===== config.mk =====
export PLATFORM = sky130hd
export DESIGN_NAME = memory_fifo_flat
export DESIGN_NICKNAME = d
export VERILOG_FILES = /design/src/rtl/memory_pkg.sv /design/src/rtl/memory_fifo_if.sv /design/src/rtl/memory_fifo_ram.sv /design/src/rtl/memory_fifo.sv /design/src/flat_wrapper.sv
export SDC_FILE = /design/constraint.sdc
export NUM_CORES = 2
export LEC_CHECK = 0
export ABC_CLOCK_PERIOD_IN_PS = 3700
export BUFFER_PORTS_ARGS = -buffer_cell sky130_fd_sc_hd__clkbuf_2
export CAP_MARGIN = 20
export CORE_UTILIZATION = 54
export CTS_CLUSTER_DIAMETER = 120
export DETAILED_ROUTE_END_ITERATION = 10
export HOLD_SLACK_MARGIN = 0.05
export PLACE_DENSITY = 0.79
export RECOVER_POWER = 50
export SLEW_MARGIN = 5
export SYNTH_ARGS = -nofsm -noshare
export SYNTH_HDL_FRONTEND = slang
export SYNTH_SLANG_ARGS = --single-unit
export TNS_END_PERCENT = 10

===== constraint.sdc =====
create_clock -name clk -period 3.7 [get_ports clk]
set_clock_uncertainty 0.15 [all_clocks]
set_input_delay 0.37 -clock clk [delete_from_list [all_inputs] [get_ports clk]]
set_output_delay 0.37 -clock clk [all_outputs]
set_load 0.01 [all_outputs]

===== src/rtl/memory_pkg.sv =====
// Shared defaults for the memory_fifo codebase slice.
package memory_pkg;

    localparam int unsigned DEF_WORD      = 16;
    localparam int unsigned DEF_DEPTH     = 128;
    localparam int unsigned DEF_LOG_DEPTH = 7;
    localparam int unsigned DROP_CNT_W    = 16;

endpackage


===== src/rtl/memory_fifo_if.sv =====
// Producer/consumer bundle for memory_fifo.
// Optional MEMORY_FIFO_DROP_CNT_EN adds the drop_cnt signal.
interface memory_fifo_if import memory_pkg::*; #(
    parameter int unsigned WORD      = DEF_WORD,
    parameter int unsigned LOG_DEPTH = DEF_LOG_DEPTH
);

    logic                 flush;
    logic                 wr_en;
    logic [WORD-1:0]      wr_data;
    logic                 full;
    logic                 almost_full;
    logic                 rd_valid;
    logic                 rd_ready;
    logic [WORD-1:0]      rd_data;
    logic [LOG_DEPTH:0]   count;
    logic                 overflow;
`ifdef MEMORY_FIFO_DROP_CNT_EN
    logic [DROP_CNT_W-1:0] drop_cnt;

    modport master (
        output flush, wr_en, wr_data, rd_ready,
        input  full, almost_full, rd_valid, rd_data, count, overflow, drop_cnt
    );
    modport slave (
        input  flush, wr_en, wr_data, rd_ready,
        output full, almost_full, rd_valid, rd_data, count, overflow, drop_cnt
    );
`else
    modport master (
        output flush, wr_en, wr_data, rd_ready,
        input  full, almost_full, rd_valid, rd_data, count, overflow
    );
    modport slave (
        input  flush, wr_en, wr_data, rd_ready,
        output full, almost_full, rd_valid, rd_data, count, overflow
    );
`endif

endinterface


===== src/rtl/memory_fifo_ram.sv =====
// Simple dual-port array; the registered read port doubles as the FIFO output stage.
module memory_fifo_ram import memory_pkg::*; #(
    parameter int unsigned WORD      = DEF_WORD,
    parameter int unsigned DEPTH     = DEF_DEPTH,
    parameter int unsigned LOG_DEPTH = DEF_LOG_DEPTH
) (
    input  logic                 clk,
    input  logic                 rstn,
    input  logic                 wr_en,
    input  logic [LOG_DEPTH-1:0] wr_addr,
    input  logic [WORD-1:0]      wr_data,
    input  logic                 rd_en,
    input  logic [LOG_DEPTH-1:0] rd_addr,
    output logic [WORD-1:0]      rd_data
);

    logic [WORD-1:0] mem [DEPTH];

    // Synchronous write; storage is never reset.
    always_ff @(posedge clk) begin
        if (wr_en) begin
            mem[wr_addr] <= wr_data;
        end
    end

    // Output register: loads only on read-enable, otherwise holds the head word.
    always_ff @(posedge clk or negedge rstn) begin
        if (!rstn) begin
            rd_data <= '0;
        end else if (rd_en) begin
            rd_data <= mem[rd_addr];
        end
    end

endmodule


===== src/rtl/memory_fifo.sv =====
// Circular-buffer FIFO: push-only write side, valid/ready read side.
// Optional MEMORY_FIFO_DROP_CNT_EN adds a saturating dropped-push counter.
module memory_fifo import memory_pkg::*; #(
    parameter int unsigned WORD      = DEF_WORD,
    parameter int unsigned DEPTH     = DEF_DEPTH,
    parameter int unsigned LOG_DEPTH = DEF_LOG_DEPTH,
    parameter int unsigned AF_LEVEL  = DEPTH - 4
) (
    input  logic          clk,
    input  logic          rstn,
    memory_fifo_if.slave  bus
);

    localparam logic [LOG_DEPTH:0]   DEPTH_C = (LOG_DEPTH+1)'(DEPTH);
    localparam logic [LOG_DEPTH:0]   AF_C    = (LOG_DEPTH+1)'(AF_LEVEL);
    localparam logic [LOG_DEPTH:0]   CNT_ONE = (LOG_DEPTH+1)'(1);
    localparam logic [LOG_DEPTH-1:0] PTR_ONE = LOG_DEPTH'(1);

    logic [LOG_DEPTH-1:0] wp_q, wp_d, rp_q, rp_d;
    logic [LOG_DEPTH:0]   count_q, count_d, arr_cnt;
    logic                 rd_valid_q, rd_valid_d;
    logic                 overflow_q, overflow_d;
    logic                 full, push, drop, pop, load;

    // Handshake decode; flush masks every request in its cycle.
    always_comb begin
        full    = (count_q == DEPTH_C);
        // Words still in the array, i.e. excluding the output stage.
        arr_cnt = count_q - {{LOG_DEPTH{1'b0}}, rd_valid_q};
        push    = bus.wr_en && !full && !bus.flush;
        drop    = bus.wr_en && full && !bus.flush;
        pop     = rd_valid_q && bus.rd_ready && !bus.flush;
        load    = (arr_cnt != '0) && (!rd_valid_q || pop) && !bus.flush;
    end

    // Next-state for pointers, occupancy and flags.
    always_comb begin
        wp_d       = wp_q;
        rp_d       = rp_q;
        count_d    = count_q;
        rd_valid_d = rd_valid_q;
        overflow_d = overflow_q;
        if (bus.flush) begin
            wp_d       = '0;
            rp_d       = '0;
            count_d    = '0;
            rd_valid_d = 1'b0;
            overflow_d = 1'b0;
        end else begin
            if (push) wp_d = wp_q + PTR_ONE;
            if (load) rp_d = rp_q + PTR_ONE;
            if (drop) overflow_d = 1'b1;
            if (push && !pop) begin
                count_d = count_q + CNT_ONE;
            end else if (pop && !push) begin
                count_d = count_q - CNT_ONE;
            end
            if (load) begin
                rd_valid_d = 1'b1;
            end else if (pop) begin
                rd_valid_d = 1'b0;
            end
        end
    end

    // Control state registers.
    always_ff @(posedge clk or negedge rstn) begin
        if (!rstn) begin
            wp_q       <= '0;
            rp_q       <= '0;
            count_q    <= '0;
            rd_valid_q <= 1'b0;
            overflow_q <= 1'b0;
        end else begin
            wp_q       <= wp_d;
            rp_q       <= rp_d;
            count_q    <= count_d;
            rd_valid_q <= rd_valid_d;
            overflow_q <= overflow_d;
        end
    end

`ifdef MEMORY_FIFO_DROP_CNT_EN
    logic [DROP_CNT_W-1:0] drop_cnt_q, drop_cnt_d;

    // Saturating count of dropped pushes.
    always_comb begin
        drop_cnt_d = drop_cnt_q;
        if (bus.flush) begin
            drop_cnt_d = '0;
        end else if (drop && (drop_cnt_q != '1)) begin
            drop_cnt_d = drop_cnt_q + DROP_CNT_W'(1);
        end
    end

    // Drop counter register.
    always_ff @(posedge clk or negedge rstn) begin
        if (!rstn) begin
            drop_cnt_q <= '0;
        end else begin
            drop_cnt_q <= drop_cnt_d;
        end
    end

    assign bus.drop_cnt = drop_cnt_q;
`endif

    assign bus.full        = full;
    assign bus.almost_full = (count_q >= AF_C);
    assign bus.rd_valid    = rd_valid_q;
    assign bus.count       = count_q;
    assign bus.overflow    = overflow_q;

    memory_fifo_ram #(
        .WORD      (WORD),
        .DEPTH     (DEPTH),
        .LOG_DEPTH (LOG_DEPTH)
    ) u_ram (
        .clk     (clk),
        .rstn    (rstn),
        .wr_en   (push),
        .wr_addr (wp_q),
        .wr_data (bus.wr_data),
        .rd_en   (load),
        .rd_addr (rp_q),
        .rd_data (bus.rd_data)
    );

endmodule

===== src/flat_wrapper.sv =====
// flat-port wrapper written by rule: the top's interface ports become plain ports
module memory_fifo_flat import memory_pkg::*;
#(
    parameter int unsigned WORD      = DEF_WORD,
    parameter int unsigned DEPTH     = DEF_DEPTH,
    parameter int unsigned LOG_DEPTH = DEF_LOG_DEPTH,
    parameter int unsigned AF_LEVEL  = DEPTH - 4
)
  (clk, rstn, bus_flush, bus_wr_en, bus_wr_data, bus_rd_ready, bus_full, bus_almost_full, bus_rd_valid, bus_rd_data, bus_count, bus_overflow);
  memory_fifo_if #(.WORD(WORD), .LOG_DEPTH(LOG_DEPTH)) bus_i ();
  input  logic clk;
  input  logic rstn;
  input wire logic [$bits(bus_i.flush)-1:0] bus_flush;
  input wire logic [$bits(bus_i.wr_en)-1:0] bus_wr_en;
  input wire logic [$bits(bus_i.wr_data)-1:0] bus_wr_data;
  input wire logic [$bits(bus_i.rd_ready)-1:0] bus_rd_ready;
  output wire logic [$bits(bus_i.full)-1:0] bus_full;
  output wire logic [$bits(bus_i.almost_full)-1:0] bus_almost_full;
  output wire logic [$bits(bus_i.rd_valid)-1:0] bus_rd_valid;
  output wire logic [$bits(bus_i.rd_data)-1:0] bus_rd_data;
  output wire logic [$bits(bus_i.count)-1:0] bus_count;
  output wire logic [$bits(bus_i.overflow)-1:0] bus_overflow;
  assign bus_i.flush = bus_flush;
  assign bus_i.wr_en = bus_wr_en;
  assign bus_i.wr_data = bus_wr_data;
  assign bus_i.rd_ready = bus_rd_ready;
  assign bus_full = bus_i.full;
  assign bus_almost_full = bus_i.almost_full;
  assign bus_rd_valid = bus_i.rd_valid;
  assign bus_rd_data = bus_i.rd_data;
  assign bus_count = bus_i.count;
  assign bus_overflow = bus_i.overflow;
  memory_fifo #(.WORD(WORD), .DEPTH(DEPTH), .LOG_DEPTH(LOG_DEPTH), .AF_LEVEL(AF_LEVEL)) u_core (.clk(clk), .rstn(rstn), .bus(bus_i));
endmodule

=== Yosys cells after proc, flatten, opt, wreduce, memory -nomap -nowiden ===
Memories as Yosys holds them, arrays and structs flattened. A register that Yosys moved wholly into a read port is not among the register bits.
Cells that the tools add are included.

* Register bits: 24
* Bits in writable memories: 2048
* Memories: 1

{| class="wikitable"
|+ Memory list
! memory !! depth !! bits a word !! rd ports !! clocked after memory_dff !! wr ports !! line !! RTL
|-
| u_core.u_ram.mem || 128 || 16 || 1 || 1 || 1 || memory_fifo_ram.sv:17 || <nowiki>logic [WORD-1:0] mem [DEPTH];</nowiki>
|}

* Add/sub/neg operators: 5
* Order comparisons: 1
* Eq/ne operators: 1
* Mux-type cells: 14
* Reductions and logical operators: 23

{| class="wikitable"
|+ Operator list
! cell !! count
|-
| $mux 7 || 4
|-
| $mux 8 || 3
|-
| $add 7x1->7 const B || 2
|-
| $logic_and 1x1->1 || 10
|-
| $add 8x1->8 const B || 1
|-
| $eq 8x8->1 const B || 1
|-
| $ge 8x7->1 const B || 1
|-
| $reduce_bool 8->1 || 1
|-
| $sub 8x1->8 || 1
|-
| $sub 8x1->8 const B || 1
|-
| $mux 1 || 7
|-
| $logic_not 1->1 || 6
|-
| $reduce_bool 2->1 || 3
|-
| $reduce_bool 3->1 || 2
|-
| $logic_or 1x1->1 || 1
|}

=== Depth between registers and ports, before layout ===
* Depth after elaboration: 9
* Gate-level depth with buffers: 13

=== Cells and area by module ===
A second synthesis with hierarchy kept.

* Cells, all modules: 4081
* Area total of the unflattened synthesis: 82067.5 um2

{| class="wikitable"
|+ By module, submodules not included
! module !! times used !! cells each !! area each (um2) !! seq. area each (um2)
|-
| memory_fifo_ram || 1 || 3926 || 80577.3 || 61899.4
|-
| memory_fifo || 1 || 155 || 1490.2 || 600.6
|}

=== Least setup slack after synthesis ===
OpenSTA, ideal clock, no wires.

* Path kind: register to register
* Start: register u_core.count_q[3] (netlist: u_core.bus.count[3])
* End: register u_core.count_q[6] (netlist: u_core.bus.count[6])
* Setup time: 0.124 ns
* Arrival time: 3.336 ns
* Setup slack: 0.090 ns
* Stages on the path, launching flop included: 14
* Buffers on the path: 1
* Clock period less this slack: 3.610 ns
* Cell sequence: dfrtp_1 or4_4 o41a_1 buf_2 nand2_1 or2_2 inv_1 fa_1 nor2b_1 o21ai_0 a21boi_0 o21ai_0 and4b_1 o31a_1

* Cells in the longest elaborated chain, start to end: 7

{| class="wikitable"
|+ RTL lines
! element !! line !! RTL
|-
| start: declaration || memory_fifo.sv:20 || <nowiki>logic [LOG_DEPTH:0] count_q, count_d, arr_cnt;</nowiki>
|-
| start signal: assignment || memory_fifo.sv:77 || <nowiki>count_q <= count_d;</nowiki>
|-
| parallel branches: the longest is 7 deep, another holds $sub 8x1->8 || - ||
|}

Parallel ways; which one is timed is not known. The select of a mux whose other input is x is not followed.
A chain may end at the register's enable or synchronous reset.

==> flow_summary.json <==
{
  "viasPerCell": 6.91,
  "drtPass1Iterations": 6,
  "fillCellCount": 9465,
  "synthTopCellsByCount": "2048 x edfxtp_1, 451 x mux4_2, 191 x nor2_1",
  "cp.required_ps": 4270,
  "drc": 0,
  "dieArea_um2": 151000,
  "arrival_ps": 4300,
  "peakVddDrop_v": 0.000535,
  "ys_top_cells_by_area": "edfxtp_1 76%, mux4_2 13%, mux2i_1 2.4%",
  "grt_antenna_before_repair": 9,
  "place_congestion": 0.932,
  "die_h_um": 389,
  "period_minus_slack_ps": 3730,
  "syn_inst": 3781,
  "grt_pass1_wl_um": 311000,
  "cpMaxStageDelayCell": "dfrtp_4",
  "synth_most_common_cell": "edfxtp_1",
  "place_hpwl_um": 129000,
  "startpoint": "u_core.rp_q[1]",
  "netlist_area_um2": 80900,
  "cts.sinks": 2088,
  "finalHoldViolations": 0,
  "clock_latency_ps": 870,
  "fin_crit_sh": 1.01,
  "slew_headroom": -1.19,
  "outcome": "complete, but fails checks",
  "wire_per_inst_um": 35.0,
  "cts_buffers": 197,
  "maxCapViolations": 19,
  "slew_violations": 1153,
  "cts_tree": "yes",
  "synthesis.nets": 3812,
  "grt_max_degree": 129,
  "tns_ps": -68.2,
  "die_w_um": 389,
  "totalWireLength_um": 220000,
  "drt_iter0_drc": 6827,
  "synth-seq-cells": 2088,
  "htree_levels": 4,
  "slowest_delay_ps": 820,
  "fin_ws_ps": -34.8,
  "endpoint_kind": "register",
  "ys_warn_count": 0,
  "crit_family": "compound AO/OA/AOI/OAI gates",
  "clk_path_buf_depth": 3,
  "synth_area_per_cell_um2": 21.4,
  "violations": "max-capacitance violations, max-slew violations, negative setup slack",
  "path_class": "reg2reg",
  "crit_cells": 8,
  "worst_slew_pin_slew_ps": 3280,
  "grtUsageTotal": 0.292,
  "io_buffers": 48,
  "setup_viol": 2,
  "synth_ff_type": "edfxtp_1",
  "grt_pass1_vias": 43074,
  "ant_nets": 0,
  "worstHoldStart": "bus_flush",
  "ys_async_sr_fraction": 0.0192,
  "crit_fanout": 27,
  "io_pins": 49,
  "num_vias": 43502,
  "leakage_nw": 29.2,
  "row_count": 141,
  "reg2reg_from": "u_core.rp_q[1]",
  "synth_top_area_cell": "edfxtp_1",
  "synth_edf_count": 2048,
  "coreArea_um2": 148000,
  "grt_setup_unrepaired": "yes",
  "yosysSeqAreaShare": 0.773,
  "min_path_cells": 3,
  "cp_num_buf_inv": 2,
  "synth_top_cell_area_share": 0.760,
  "root_buffer": "clkbuf_16",
  "path_cells": "buf_12 -> nor2b_1 -> buf_4 -> a22oi_1 -> o211ai_1 -> o221ai_2 -> o32a_1 -> o31a_1",
  "start_util": 0.546,
  "hold_path.class": "in2reg",
  "drive_gt1_frac": 0.263,
  "synth.distinct_cells": 78,
  "setup.worst_path.start_class": "register",
  "clkTransAtPathRegs_ps": 60,
  "nets": 4229,
  "max_freq_ghz": 0.268,
  "reg2reg_depth": 8,
  "power_mw": 56.3,
  "syn_to_final_growth_pct": 13.8,
  "grt.overflow.total": 0,
  "cellPowerDensity_nw_per_um2": 612
}
## metal layers
layer,share of wire,GRT usage
met1,0.34,0.384
met2,0.47,0.449
met3,0.14,0.0822
met4,0.058,0.149
met5,0.00029,0
## final timing paths
kind	to	slack, ps
max	u_core.u_ram.rd_data[14]	-30
max in group asynchronous	u_core.bus.count[4]	2160
max reg2reg	u_core.u_ram.rd_data[14]	-30
min reg2reg	u_core.bus.count[5]	420
min	u_core.wp_q[2]	300
min in group asynchronous	u_core.u_ram.rd_data[3]	570
## state kept, by name, summed over array words and instances (netlist names)
register,flops
u_core.wp_q,7
u_core.u_ram.mem,2048
u_core.bus.rd_valid,1
u_core.bus.count,8
u_core.bus.overflow,1
u_core.u_ram.rd_data,16
u_core.rp_q,7
## through the flow
stage                     hold WS (ps)  setup WS (ps)  utilization  area (um^2)  std cells
after floorplan                  -75.6           89.7            -        80900       3781
after CTS                          160           79.6        0.622        92200       6288
final                              301          -34.8        0.621        92100       6295
after global routing               276          -30.0        0.621        92100       6292
after detailed placement          92.0          -23.6        0.578        85600       5903
after global placement            93.5           23.6        0.577        85500       5901
## power breakdown
| group | leakage (nW) | switching [mW] | internal (mW) |
|---|---|---|---|
| logic | 7.18 | 5.30 | 4.44 |
| clock network | 3.09 | 8.79 | 11.2 |
| registers | 18.9 | 0.452 | 26.1 |
## layout make-up
cell class | count | area (um^2) | area share
antenna | 4 | 10.0 | 0.000109
clock buffer | 233 | 5060 | 0.0550
timing repair buffer | 422 | 3580 | 0.0389
clock inverter | 129 | 1270 | 0.0138
multi-input combinational | 1480 | 17200 | 0.187
sequential | 2088 | 62500 | 0.679
inverter | 9 | 37.5 | 0.000408
tap | 1930 | 2410 | 0.0262
## cell usage in the layout, fill, tap and decap left out, types with 64 or more instances in the layout
cell and count:
nand2_1 107, clkbuf_1 68, edfxtp_1 2048, a21oi_1 72, nor2_1 189, mux4_2 451, a22oi_1 64, clkbuf_16 197
mux2i_1 190, buf_4 292
## cell families (layout without fill, tap and decap cells)
family	Yosys count	in the layout	synth area share
DFF	2088	2088	0.773
buffers and inverters	213	793	0.0158
adders and majority gates	10	10	0.00164
xor gates and xnor gates	15	15	0.00172
AOI/OAI and AO/OA	365	365	0.0328
muxes	657	657	0.151
and+or+nand+nor	433	433	0.0242
other	0	4	0
## worst register-to-register path, cell delays in order (launching register included)
cell,delay (ps)
dfrtp_4,820
buf_12,320
nor2b_1,260
buf_4,310
a22oi_1,240
o211ai_1,550
o221ai_2,300
o32a_1,480
o31a_1,150
## what timing repair did
item / CTS / global route
hold endpoints to repair: 875 / 23
gates resized for setup: 3 / 6
hold buffers: 22 / 1
buffers inserted: 1 / 0
pin swaps: 0 / 0
setup endpoints to repair: 4 / 5
(Power assumes the default switching activity.)
